[config.mk]
export PLATFORM = sky130hd
export DESIGN_NAME = i2s_tx_serializer_flat
export DESIGN_NICKNAME = d
export VERILOG_FILES = /design/src/rtl/i2s_tx_serializer_if.sv /design/src/rtl/i2s_tx_serializer.sv /design/src/flat_wrapper.sv
export SDC_FILE = /design/constraint.sdc
export NUM_CORES = 1
export LEC_CHECK = 0
export BUFFER_PORTS_ARGS = -buffer_cell sky130_fd_sc_hd__buf_2
export CORE_MARGIN = 2
export CORE_UTILIZATION = 30
export DETAILED_ROUTE_END_ITERATION = 7
export GPL_TIMING_DRIVEN = 0
export SYNTH_ARGS = -nofsm -noshare
export SYNTH_HDL_FRONTEND = slang
export SYNTH_SLANG_ARGS = --single-unit
[constraint.sdc]
create_clock -name clk -period 8.5 [get_ports clk]
set_clock_uncertainty 0.15 [all_clocks]
set_input_delay 1.7 -clock clk [delete_from_list [all_inputs] [get_ports clk]]
set_output_delay 1.7 -clock clk [all_outputs]
set_load 0.02 [all_outputs]
[src/rtl/i2s_tx_serializer_if.sv]
// rtl/i2s_tx_serializer_if.sv - sample handshake bundle feeding the I2S transmit serializer
interface i2s_tx_serializer_if #(
    parameter int SAMPLE_BITS = 16
);
    logic                       sample_valid;
    logic [2*SAMPLE_BITS-1:0]   sample_data;
    logic                       sample_ready;

    modport master (
        output sample_valid,
        output sample_data,
        input  sample_ready
    );

    modport slave (
        input  sample_valid,
        input  sample_data,
        output sample_ready
    );
endinterface

[src/rtl/i2s_tx_serializer.sv]
// rtl/i2s_tx_serializer.sv - stereo word to I2S serializer with BCLK/LRCLK generation (I2S_LJ_FORMAT_EN selects left-justified)
module i2s_tx_serializer #(
    parameter int SAMPLE_BITS = 16,
    parameter int SLOT_BITS   = 32,
    parameter int BCLK_DIV    = 2
) (
    input  logic                    clk,
    input  logic                    rst,
    input  logic                    clk_enable,
    i2s_tx_serializer_if.slave      smp,
    input  logic                    mute,
    output logic                    bclk,
    output logic                    lrclk,
    output logic                    sdata,
    output logic                    frame_start,
    output logic                    underrun
);

    localparam int FRAME_BITS = 2 * SLOT_BITS;
    localparam int DIV_W      = (BCLK_DIV > 1) ? $clog2(BCLK_DIV) : 1;
    localparam int B_W        = $clog2(FRAME_BITS);

    localparam logic [DIV_W-1:0] DIV_LAST = DIV_W'(BCLK_DIV - 1);
    localparam logic [B_W-1:0]   B_LAST   = B_W'(FRAME_BITS - 1);
    localparam logic [B_W-1:0]   B_SLOT   = B_W'(SLOT_BITS);

    logic [DIV_W-1:0]           div_cnt;
    logic [B_W-1:0]             bit_idx;
    logic [B_W-1:0]             bit_next;
    logic [FRAME_BITS-1:0]      shift_q;
    logic [FRAME_BITS-1:0]      shift_next;
    logic [FRAME_BITS-1:0]      load_word;
    logic                       hold_full;
    logic [2*SAMPLE_BITS-1:0]   hold_data;

    logic                       div_term;
    logic                       fall_evt;
    logic                       load_evt;
    logic                       accept;

    // The holding register is the only buffer, so ready is simply "it is empty".
    assign smp.sample_ready = !hold_full;

    // Event decode: every serial-side update happens on a bclk falling toggle.
    always_comb begin
        div_term = clk_enable && (div_cnt == DIV_LAST);
        fall_evt = div_term && bclk;
        load_evt = fall_evt && (bit_idx == B_LAST);
        accept   = smp.sample_valid && !hold_full && clk_enable;
        bit_next = (bit_idx == B_LAST) ? '0 : bit_idx + 1'b1;
    end

    // Frame image: left sample MSB-aligned in the upper slot, right in the lower; muted or empty sends zeros.
    always_comb begin
        load_word = '0;
        if (hold_full && !mute) begin
            load_word[FRAME_BITS-1 -: SAMPLE_BITS] = hold_data[SAMPLE_BITS-1:0];
            load_word[SLOT_BITS-1  -: SAMPLE_BITS] = hold_data[2*SAMPLE_BITS-1:SAMPLE_BITS];
        end
        shift_next = load_evt ? load_word : {shift_q[FRAME_BITS-2:0], 1'b0};
    end

    // Bit clock divider: toggle bclk every BCLK_DIV enabled cycles.
    always_ff @(posedge clk or posedge rst) begin
        if (rst) begin
            div_cnt <= '0;
            bclk    <= 1'b0;
        end else if (clk_enable) begin
            if (div_cnt == DIV_LAST) begin
                div_cnt <= '0;
                bclk    <= !bclk;
            end else begin
                div_cnt <= div_cnt + 1'b1;
            end
        end
    end

    // Serial side: bit index, shift register, word clock and data all advance on fall events.
    always_ff @(posedge clk or posedge rst) begin
        if (rst) begin
            bit_idx <= B_LAST;
            shift_q <= '0;
            lrclk   <= 1'b0;
            sdata   <= 1'b0;
        end else if (fall_evt) begin
            bit_idx <= bit_next;
            shift_q <= shift_next;
            lrclk   <= (bit_next >= B_SLOT);
`ifdef I2S_LJ_FORMAT_EN
            sdata   <= shift_next[FRAME_BITS-1];
`else
            sdata   <= shift_q[FRAME_BITS-1];
`endif
        end
    end

    // One-cycle status pulses at each frame load; load_evt already implies clk_enable.
    always_ff @(posedge clk or posedge rst) begin
        if (rst) begin
            frame_start <= 1'b0;
            underrun    <= 1'b0;
        end else begin
            frame_start <= load_evt;
            underrun    <= load_evt && !hold_full;
        end
    end

    // Holding register: accept wins, which only matters when a word lands on a load with hold empty.
    always_ff @(posedge clk or posedge rst) begin
        if (rst) begin
            hold_full <= 1'b0;
            hold_data <= '0;
        end else if (accept) begin
            hold_full <= 1'b1;
            hold_data <= smp.sample_data;
        end else if (load_evt) begin
            hold_full <= 1'b0;
        end
    end

endmodule

[src/flat_wrapper.sv]
// flat-port wrapper written by rule: the top's interface ports become plain ports
module i2s_tx_serializer_flat 
#(
    parameter int SAMPLE_BITS = 16,
    parameter int SLOT_BITS   = 32,
    parameter int BCLK_DIV    = 2
)
  (clk, rst, clk_enable, mute, bclk, lrclk, sdata, frame_start, underrun, smp_sample_valid, smp_sample_data, smp_sample_ready);
  i2s_tx_serializer_if #(.SAMPLE_BITS(SAMPLE_BITS)) smp_i ();
  input  logic clk;
  input  logic rst;
  input  logic clk_enable;
  input  logic mute;
  output logic bclk;
  output logic lrclk;
  output logic sdata;
  output logic frame_start;
  output logic underrun;
  input wire logic [$bits(smp_i.sample_valid)-1:0] smp_sample_valid;
  input wire logic [$bits(smp_i.sample_data)-1:0] smp_sample_data;
  output wire logic [$bits(smp_i.sample_ready)-1:0] smp_sample_ready;
  assign smp_i.sample_valid = smp_sample_valid;
  assign smp_i.sample_data = smp_sample_data;
  assign smp_sample_ready = smp_i.sample_ready;
  i2s_tx_serializer #(.SAMPLE_BITS(SAMPLE_BITS), .SLOT_BITS(SLOT_BITS), .BCLK_DIV(BCLK_DIV)) u_core (.clk(clk), .rst(rst), .clk_enable(clk_enable), .smp(smp_i), .mute(mute), .bclk(bclk), .lrclk(lrclk), .sdata(sdata), .frame_start(frame_start), .underrun(underrun));
endmodule
==> results_dict.tcl, run 1 <==
set metrics [dict create \
    status "finished clean" \
    syn_nets 335 \
    fin_tns_setup_ps 0 \
    clockRootBuffer "clkbuf_16" \
    r2r_cells 5 \
    die_h_um 116 \
    cts_tree "yes" \
    timing.slew.headroom_pct 65.1 \
    p_comb_share_pct 12.7 \
    hold_depth 2 \
    area.growth.synth_to_final_pct 19.4 \
    startpoint_type "primary input" \
    maxSlewViolCount 0 \
    n_antenna_cell 0 \
    grt_max_degree 54 \
    drive_gt1_share_pct 32.3 \
    synth_top_area_cell "dfrtp_1" \
    grtUsageTotal_pct 11.7 \
    antenna_found_initial 0 \
    grt_pass1_vias 2577 \
    fp.coreArea_um2 12500 \
    post_cts_buffers 0 \
    critPathKind "primary input to flip-flop" \
    total_power_mw 0.978 \
    irDropWorstVdd_mv 0.0871 \
    grt.met2_usage_pct 18.8 \
    required_ps 8590 \
    avgSynthCellArea_um2 12.8 \
    dieWidth_um 116 \
    maxCapViolations 0 \
    worstReg2RegEnd "u_core.shift_q[40]$_DFFE_PP0N_" \
    synthFlopType "dfrtp_1" \
    max_freq_mhz 339 \
    most-common-layout-cells "dfrtp_1 (87), buf_2 (52), nand2_1 (44)" \
    seq_area_frac_synth_pct 61.6 \
    critPathArrivalTime_ps 3040 \
    pwr-share-clk_pct 37.2 \
    yosysTopAreaCellShare_pct 57.5 \
    use_met3_pct 2.13 \
    syn_area_um2 3790 \
    holdCritStartpoint "u_core.shift_q[32]$_DFFE_PP0N_" \
    async_flop_share_pct 100 \
    ys_warn_count 0 \
    gr-total-overflow 0 \
    hold_path.class "flip-flop to flip-flop" \
    worstPathMaxFanout 10 \
    die_area_um2 13500 \
    drt_wl_total_mm 7.20 \
    clk_latency_ps 330 \
    grt_pass1_wl_mm 12.4 \
    synth_edf_count 0 \
    portBuffers 42 \
    dp_hpwl_mm 4.99 \
    first_pass_iters 4 \
    powerDensity_nw_per_um2 216 \
    io_pins 43 \
    grt_busiest_layer "met2" \
    ys_top_cells_by_area "dfrtp_1 (57%), mux2_2 (9.8%), a221o_1 (8.2%), and2_1 (5.1%), nand2_1 (4.4%)" \
    drcViolationCount 0 \
    min_period_over_period_pct 34.7 \
    tightest_slew_ps 524 \
    final_antenna_net_count 0 \
    synth_seq_cells 93 \
    finalSetupViolations 0 \
    rsz0062_at_grt "false" \
    cp-startpoint "clk_enable" \
    grt_use_met1_pct 15.6 \
    netSwitchingFraction_pct 26.9 \
    avgViaCountPerCell 4.61 \
    end_kind "flip-flop" \
    cts_hold_buf 0 \
    regToRegSetupSlack_ps 6360 \
    fp-row-count 41 \
    p_int_mw 0.715 \
    layout_min_cycle_time_ps 2950 \
    clockBufferDepth 2 \
    power_switching_mw 0.263 \
    min_to "u_core.shift_q[32]$_DFFE_PP0N_" \
    cts_made_buffers 9 \
    pwr-share-seq_pct 50.1 \
    drtIter0Drc 155 \
    synth_cells 297 \
    start_util_pct 30.4 \
    final_common_cell "dfrtp_1" \
    finalWeightedCongestion 0.735 \
    finalHoldViolCount 0 \
    synth.distinct_cells 32 \
    path_clk_slew_ps 60 \
    routedWlPerCell_um 13.6 \
    cts_resized 0 \
    nets 389 \
    htree_levels 3 \
    p_leak_nw 2.20 \
    vias 2436 \
    cts_sinks 93 \
    reg2reg_from "u_core.bit_idx[0]$_DFFE_PP1N_" \
]
[critical path, stage by stage]
cell,delay [ps]
buf_2,130
nand3_2,140
clkbuf_1,340
buf_2,290
buf_2,250
nand2_1,90
o21ai_0,90
[stage by stage]
step	std cells	setup slack, ps	util [%]	hold slack, ps	area, um^2
2_1_floorplan	297	4240	-	280	3790
3_3_place_gp	511	3220	33.8	310	4210
3_5_place_dp	512	5200	34.0	324	4240
4_1_cts	528	5560	36.3	338	4520
5_1_grt	528	5450	36.3	367	4520
6_report	528	5550	36.3	331	4520
[flip-flops by register name, summed over array words and instances (netlist names)]
register            count
u_core.bclk             1
u_core.bit_idx          6
u_core.div_cnt          1
u_core.frame_start      1
u_core.hold_data       32
u_core.hold_full        1
u_core.lrclk            1
u_core.sdata            1
u_core.shift_q         48
u_core.underrun         1
[routing by layer]
layer | routed length (um) | part of all wire [%]
met5 | 0 | 0
met4 | 104 | 1.4
met3 | 204 | 2.8
met2 | 3560 | 49
met1 | 3330 | 46
[cells by family after synthesis]
kind of cell             share of synthesized area [%]
AO/OA/AOI/OAI                                     11.9
flip-flops                                        61.6
AND/OR/NAND/NOR                                   12.4
multiplexers                                      9.81
adder cells (fa/ha/maj)                          0.330
XOR/XNOR                                         0.925
buffers and inverters                             3.01
[synth_stat cells, types with 2 or more instances]
master / n
dfrtp_1: 87
nand2_1: 44
mux2_2: 33
a221o_1: 31
and2_1: 31
o21ai_0: 18
buf_2: 10
clkbuf_1: 6
dfstp_2: 6
buf_6: 3
xnor2_1: 3
inv_1: 2
nand3_1: 2
nor2_1: 2
or3_1: 2
[power by group through the flow]
stage,clock (mW),sequential (mW),combinational (mW)
finish,0.364,0.490,0.124
global route,0.395,0.493,0.141
CTS,0.378,0.490,0.127
detailed placement,0,0.498,0.127
global placement,0,0.497,0.123
floorplan,0,0.500,0.0791
[layout make-up]
cell class / instances / area [um^2]
Inverter: 2 / 10.0
Multi-Input combinational cell: 183 / 1340
Clock inverter: 6 / 38.8
Timing Repair Buffer: 43 / 238
Clock buffer: 10 / 239
Fill cell: 1243 / 7950
Tap cell: 172 / 215
Buffer: 19 / 106
Sequential cell: 93 / 2330
[worst max-delay path by stage]
stage | endpoint | depth (start not counted)
2_1_floorplan | u_core.bclk$_DFFE_PP0N_ | 1
3_3_place_gp | u_core.hold_data[12]$_DFFE_PP0P_ | 2
3_5_place_dp | u_core.shift_q[43]$_DFFE_PP0N_ | 7
4_1_cts | smp_sample_ready | 2
5_1_grt | u_core.shift_q[43]$_DFFE_PP0N_ | 7
6_report | u_core.shift_q[43]$_DFFE_PP0N_ | 7
No activity file was read; power rests on OpenSTA's default activity.
==> run 2: changes to the inputs <==
==> constraint.sdc (replaced) <==
create_clock -name clk -period 2.65 [get_ports clk]
set_clock_uncertainty 0.15 [all_clocks]
set_input_delay 0.53 -clock clk [delete_from_list [all_inputs] [get_ports clk]]
set_output_delay 0.53 -clock clk [all_outputs]
set_load 0.02 [all_outputs]
==> run 2 against run 1 <==
Total power grew to 3.6 times the previous value; register-to-register slack lost 5900 ps; global-route usage grew 0.23 points; largest power group unchanged; final cell count grew 0.19%; sequential cell count is the same.
==> results_dict.tcl, run 2 (same netlist as run 1, synthesis figures left out) <==
set metrics [dict create \
    status "finished clean" \
    slowest_delay_ps 570 \
    clockBufferDepth 2 \
    vias 2441 \
    most-common-layout-cells "dfrtp_1 (87), buf_2 (52), nand2_1 (44)" \
    startpoint_type "flip-flop" \
    required_ps 2690 \
    finalSetupViolations 0 \
    grt_pass1_wl_mm 12.5 \
    nets 390 \
    max_freq_mhz 456 \
    final_common_cell "dfrtp_1" \
    start_util_pct 30.4 \
    die_area_um2 13500 \
    cts_made_buffers 9 \
    cts_hold_buf 0 \
    cp_slowest_cell "dfstp_2" \
    placed_cell_area_um2 4260 \
    timing.slew.headroom_pct 65.8 \
    total_power_mw 3.54 \
    path_clk_slew_ps 70 \
    hold_path.class "primary input to async pin" \
    finalHoldViolCount 0 \
    drt_wl_total_mm 7.38 \
    path_buf_inv 1 \
    critical-path-top-delay-family "simple AND/OR/NAND/NOR gates" \
    worstPathMaxFanout 10 \
    clk_latency_ps 330 \
    crit_chain "ha_1, nand2_1, nor2_1, clkbuf_1, o21ai_0" \
    n_antenna_cell 0 \
    cts_tree "yes" \
    critPathArrivalTime_ps 2230 \
    drive_gt1_share_pct 32.5 \
    htree_levels 3 \
    antenna_found_initial 0 \
    portBuffers 42 \
    end_kind "flip-flop" \
    dp_hpwl_mm 5.14 \
    dieWidth_um 116 \
    clockRootBuffer "clkbuf_16" \
    die_h_um 116 \
    num-fill-cells 1210 \
    critPathKind "flip-flop to flip-flop" \
    drcViolationCount 0 \
    tightest_slew_ps 513 \
    powerDensity_nw_per_um2 764 \
    irDropWorstVdd_mv 0.301 \
    final_antenna_net_count 0 \
    grt_max_degree 42 \
    post_cts_buffers 0 \
    fp-row-count 41 \
    cts_sinks 93 \
    final_area_um2 4630 \
    maxSlewViolCount 0 \
    fin_tns_setup_ps 0 \
    grtUsageTotal_pct 11.9 \
    gr-total-overflow 0 \
    multi_input_area_um2 1340 \
    io_pins 43 \
    drtIter0Drc 125 \
    p_leak_nw 2.25 \
    largest_reg_flops 48 \
    fp.coreArea_um2 12500 \
    top_register "u_core.shift_q" \
    first_pass_iters 4 \
    finalWeightedCongestion 0.738 \
    top_regs "u_core.shift_q x48, u_core.hold_data x32, u_core.bit_idx x6" \
    routedWlPerCell_um 14.0 \
    area.growth.synth_to_final_pct 22.2 \
    maxCapViolations 0 \
    regArea_um2 2330 \
    rsz0062_at_grt "false" \
    layout_min_cycle_time_ps 2190 \
    grt_pass1_vias 2441 \
    min_period_over_period_pct 82.7 \
    avgViaCountPerCell 4.61 \
    cts_resized 0 \
]
run 2: final timing paths:
kind	from	depth (start not counted)	to	slack [ps]
worst max-delay path	u_core.bit_idx[0]$_DFFE_PP1N_	5	u_core.shift_q[36]$_DFFE_PP0N_	460
worst min-delay path	rst	2	u_core.shift_q[20]$_DFFE_PP0N_	80
worst max register to register	u_core.bit_idx[0]$_DFFE_PP1N_	5	u_core.shift_q[36]$_DFFE_PP0N_	460
worst min register to register	u_core.shift_q[33]$_DFFE_PP0N_	2	u_core.shift_q[33]$_DFFE_PP0N_	330
max in group asynchronous	rst	3	u_core.bit_idx[4]$_DFFE_PP1N_	1690
min in group clk	smp_sample_data[0]	2	u_core.hold_data[0]$_DFFE_PP0P_	270
run 2: layout make-up:
class / count / share of cell area, %
buffer: 19 / 2.30
clock inverter: 6 / 2.89
tap: 172 / 4.65
sequential: 93 / 50.4
clock buffer: 10 / 5.16
multi-input combinational: 183 / 28.9
timing repair buffer: 44 / 5.41
inverter: 2 / 0.243
run 2: layer usage:
layer  global-route usage, %  part of all wire [%]
met1                    16.6                    48
met5                       0                     0
met3                    3.27                   3.5
met4                    3.81                  0.42
met2                    18.1                    48
run 2: metrics by stage:
| stage | hold WS, ps | setup slack, ps | util [%] | cells |
|---|---|---|---|---|
| floorplan | 280 | 826 | - | 297 |
| global placement | 309 | 252 | 33.8 | 511 |
| detailed placement | 320 | 456 | 34.1 | 513 |
| CTS | 87.6 | 437 | 37.1 | 529 |
| global route | 109 | 225 | 37.1 | 529 |
| finish | 79.2 | 459 | 37.1 | 529 |
run 2: power by group:
part	leakage [nW]	switching (mW)	internal, mW	total (mW)
Sequential	1.27	0.0674	1.50	1.57
Combinational	0.797	0.268	0.137	0.405
Clock	0.183	0.520	1.04	1.56
Total	2.25	0.856	2.68	3.54
==> run 3: changes to the inputs <==
==> constraint.sdc (replaced) <==
create_clock -name clk -period 2.1 [get_ports clk]
set_clock_uncertainty 0.15 [all_clocks]
set_input_delay 0.42 -clock clk [delete_from_list [all_inputs] [get_ports clk]]
set_output_delay 0.42 -clock clk [all_outputs]
set_load 0.02 [all_outputs]
==> run 3 against run 2 <==
Non-clock buffer count up 1; critical path depth did not move; die area unchanged; wire length rose by 0.68%; largest power group unchanged; utilization grew 0.13 points; register-to-register slack worse by 350 ps; final cell count grew 0.19%.
==> results_dict.tcl, run 3 (same netlist as run 1, synthesis figures left out) <==
set metrics [dict create \
    first_pass_iters 4 \
    clockBufferDepth 2 \
    placed_cell_area_um2 4260 \
    status "finished clean" \
    routedWlPerCell_um 14.0 \
    cp_slowest_cell "dfstp_2" \
    holdCritStartpoint "smp_sample_data[0]" \
    antenna_found_initial 0 \
    htree_levels 3 \
    io_pins 43 \
    top_register "u_core.shift_q" \
    startpoint_type "flip-flop" \
    path_clk_slew_ps 70 \
    most-common-layout-cells "dfrtp_1 (87), buf_2 (52), nand2_1 (43)" \
    required_ps 2160 \
    grt.met2_usage_pct 18.1 \
    cp-startpoint "u_core.bit_idx[0]$_DFFE_PP1N_" \
    grt_use_met1_pct 16.7 \
    powerDensity_nw_per_um2 962 \
    largest_reg_flops 48 \
    start_util_pct 30.4 \
    area.growth.synth_to_final_pct 22.7 \
    clockRootBuffer "clkbuf_16" \
    grt_max_degree 42 \
    use_met3_pct 3.27 \
    post_cts_buffers 0 \
    hold_path.class "primary input to flip-flop" \
    grtUsageTotal_pct 11.9 \
    num-fill-cells 1207 \
    maxCapViolations 0 \
    clk_latency_ps 330 \
    top_regs "u_core.shift_q x48, u_core.hold_data x32, u_core.bit_idx x6" \
    r2r_cells 5 \
    slowest_delay_ps 570 \
    end_kind "flip-flop" \
    grt_pass1_vias 2444 \
    layout_min_cycle_time_ps 1990 \
    fp-row-count 41 \
    regToRegSetupSlack_ps 110 \
    min_to "u_core.hold_data[0]$_DFFE_PP0P_" \
    worstPathMaxFanout 10 \
    post-route-util_pct 37.3 \
    final_area_um2 4650 \
    finalWeightedCongestion 0.738 \
    fp.coreArea_um2 12500 \
    grt_busiest_layer "met2" \
    reg2reg_from "u_core.bit_idx[0]$_DFFE_PP1N_" \
    drcViolationCount 0 \
    crit_chain "ha_1, nand2_2, o21a_1, buf_2, a221o_1" \
    rsz0062_at_grt "false" \
    finalSetupViolations 0 \
    cts_tree "yes" \
    final_common_cell "dfrtp_1" \
    drt_wl_total_mm 7.43 \
    nets 391 \
    fin_tns_setup_ps 0 \
    timing.slew.headroom_pct 65.7 \
    finalHoldViolCount 0 \
    worstReg2RegEnd "u_core.shift_q[26]$_DFFE_PP0N_" \
    p_leak_nw 2.25 \
    tightest_slew_ps 514 \
    portBuffers 42 \
    maxSlewViolCount 0 \
    hold_depth 2 \
    cts_sinks 93 \
    avgViaCountPerCell 4.62 \
    final_antenna_net_count 0 \
    die_area_um2 13500 \
    min_period_over_period_pct 94.6 \
    path_buf_inv 1 \
    critical-path-top-delay-family "compound AO/OA/AOI/OAI gates" \
    max_freq_mhz 503 \
    vias 2446 \
    critPathArrivalTime_ps 2050 \
    gr-total-overflow 0 \
    n_antenna_cell 0 \
    irDropWorstVdd_mv 0.401 \
    drive_gt1_share_pct 33.2 \
    cts_made_buffers 9 \
    dieWidth_um 116 \
    critPathKind "flip-flop to flip-flop" \
    grt_pass1_wl_mm 12.5 \
    dp_hpwl_mm 5.14 \
    drtIter0Drc 127 \
    die_h_um 116 \
]
## run 3: changes by cell type in the layout (fill, tap and decap cells not counted)
cell	change
nor2_2	+1
nand2_1	-1
dlygate4sd3_1	+1
nand2_2	+1
clkbuf_2	+1
nor2_1	-1
clkbuf_1	-1
## run 3: layout make-up
cell class / instances / area [um^2] / share of cell area (%)
Timing Repair Buffer: 45 / 260 / 5.60
Multi-Input combinational cell: 183 / 1340 / 28.9
Sequential cell: 93 / 2330 / 50.3
Clock inverter: 6 / 134 / 2.88
Inverter: 2 / 11.3 / 0.242
Clock buffer: 10 / 239 / 5.14
Buffer: 19 / 108 / 2.32
Tap cell: 172 / 215 / 4.63
## run 3: report_power, final
part | total, mW | leakage (nW) | internal (mW) | switching [mW]
Sequential | 1.98 | 1.27 | 1.89 | 0.0853
Clock | 1.97 | 0.183 | 1.32 | 0.658
Combinational | 0.516 | 0.805 | 0.174 | 0.342
Total | 4.47 | 2.25 | 3.38 | 1.09
## run 3: worst max-delay path by stage
stage	endpoint	depth (start not counted)
2_1_floorplan	u_core.shift_q[17]$_DFFE_PP0N_	5
3_3_place_gp	u_core.hold_data[5]$_DFFE_PP0P_	2
3_5_place_dp	u_core.shift_q[39]$_DFFE_PP0N_	5
4_1_cts	u_core.shift_q[36]$_DFFE_PP0N_	5
5_1_grt	u_core.shift_q[26]$_DFFE_PP0N_	5
6_report	u_core.shift_q[26]$_DFFE_PP0N_	5
## run 3: timing repair
| action | CTS | global route |
|---|---|---|
| pin swaps | 0 | 1 |
| setup endpoints to repair | 10 | 40 |
| endpoints found under the hold margin | 16 | 0 |
| gates cloned | 0 | 0 |
| gates resized for setup | 1 | 3 |
| hold buffers | 1 | 0 |
## run 3: metal layers
metal / vias up / part of all wire [%]
li1: 1168 / -
met1: 1239 / 48
met2: 35 / 48
met3: 4 / 3.3
met4: 0 / 0.54
met5: - / 0
## run 3: metrics by stage
step	std cells	hold slack, ps	power [mW]	worst slack, ps
after CTS	530	153	4.52	7.58
after floorplan	297	280	2.34	276
after detailed placement	513	320	2.53	-94.2
after global placement	511	309	2.51	-188
final	530	158	4.47	114
after global routing	530	154	4.67	30.1
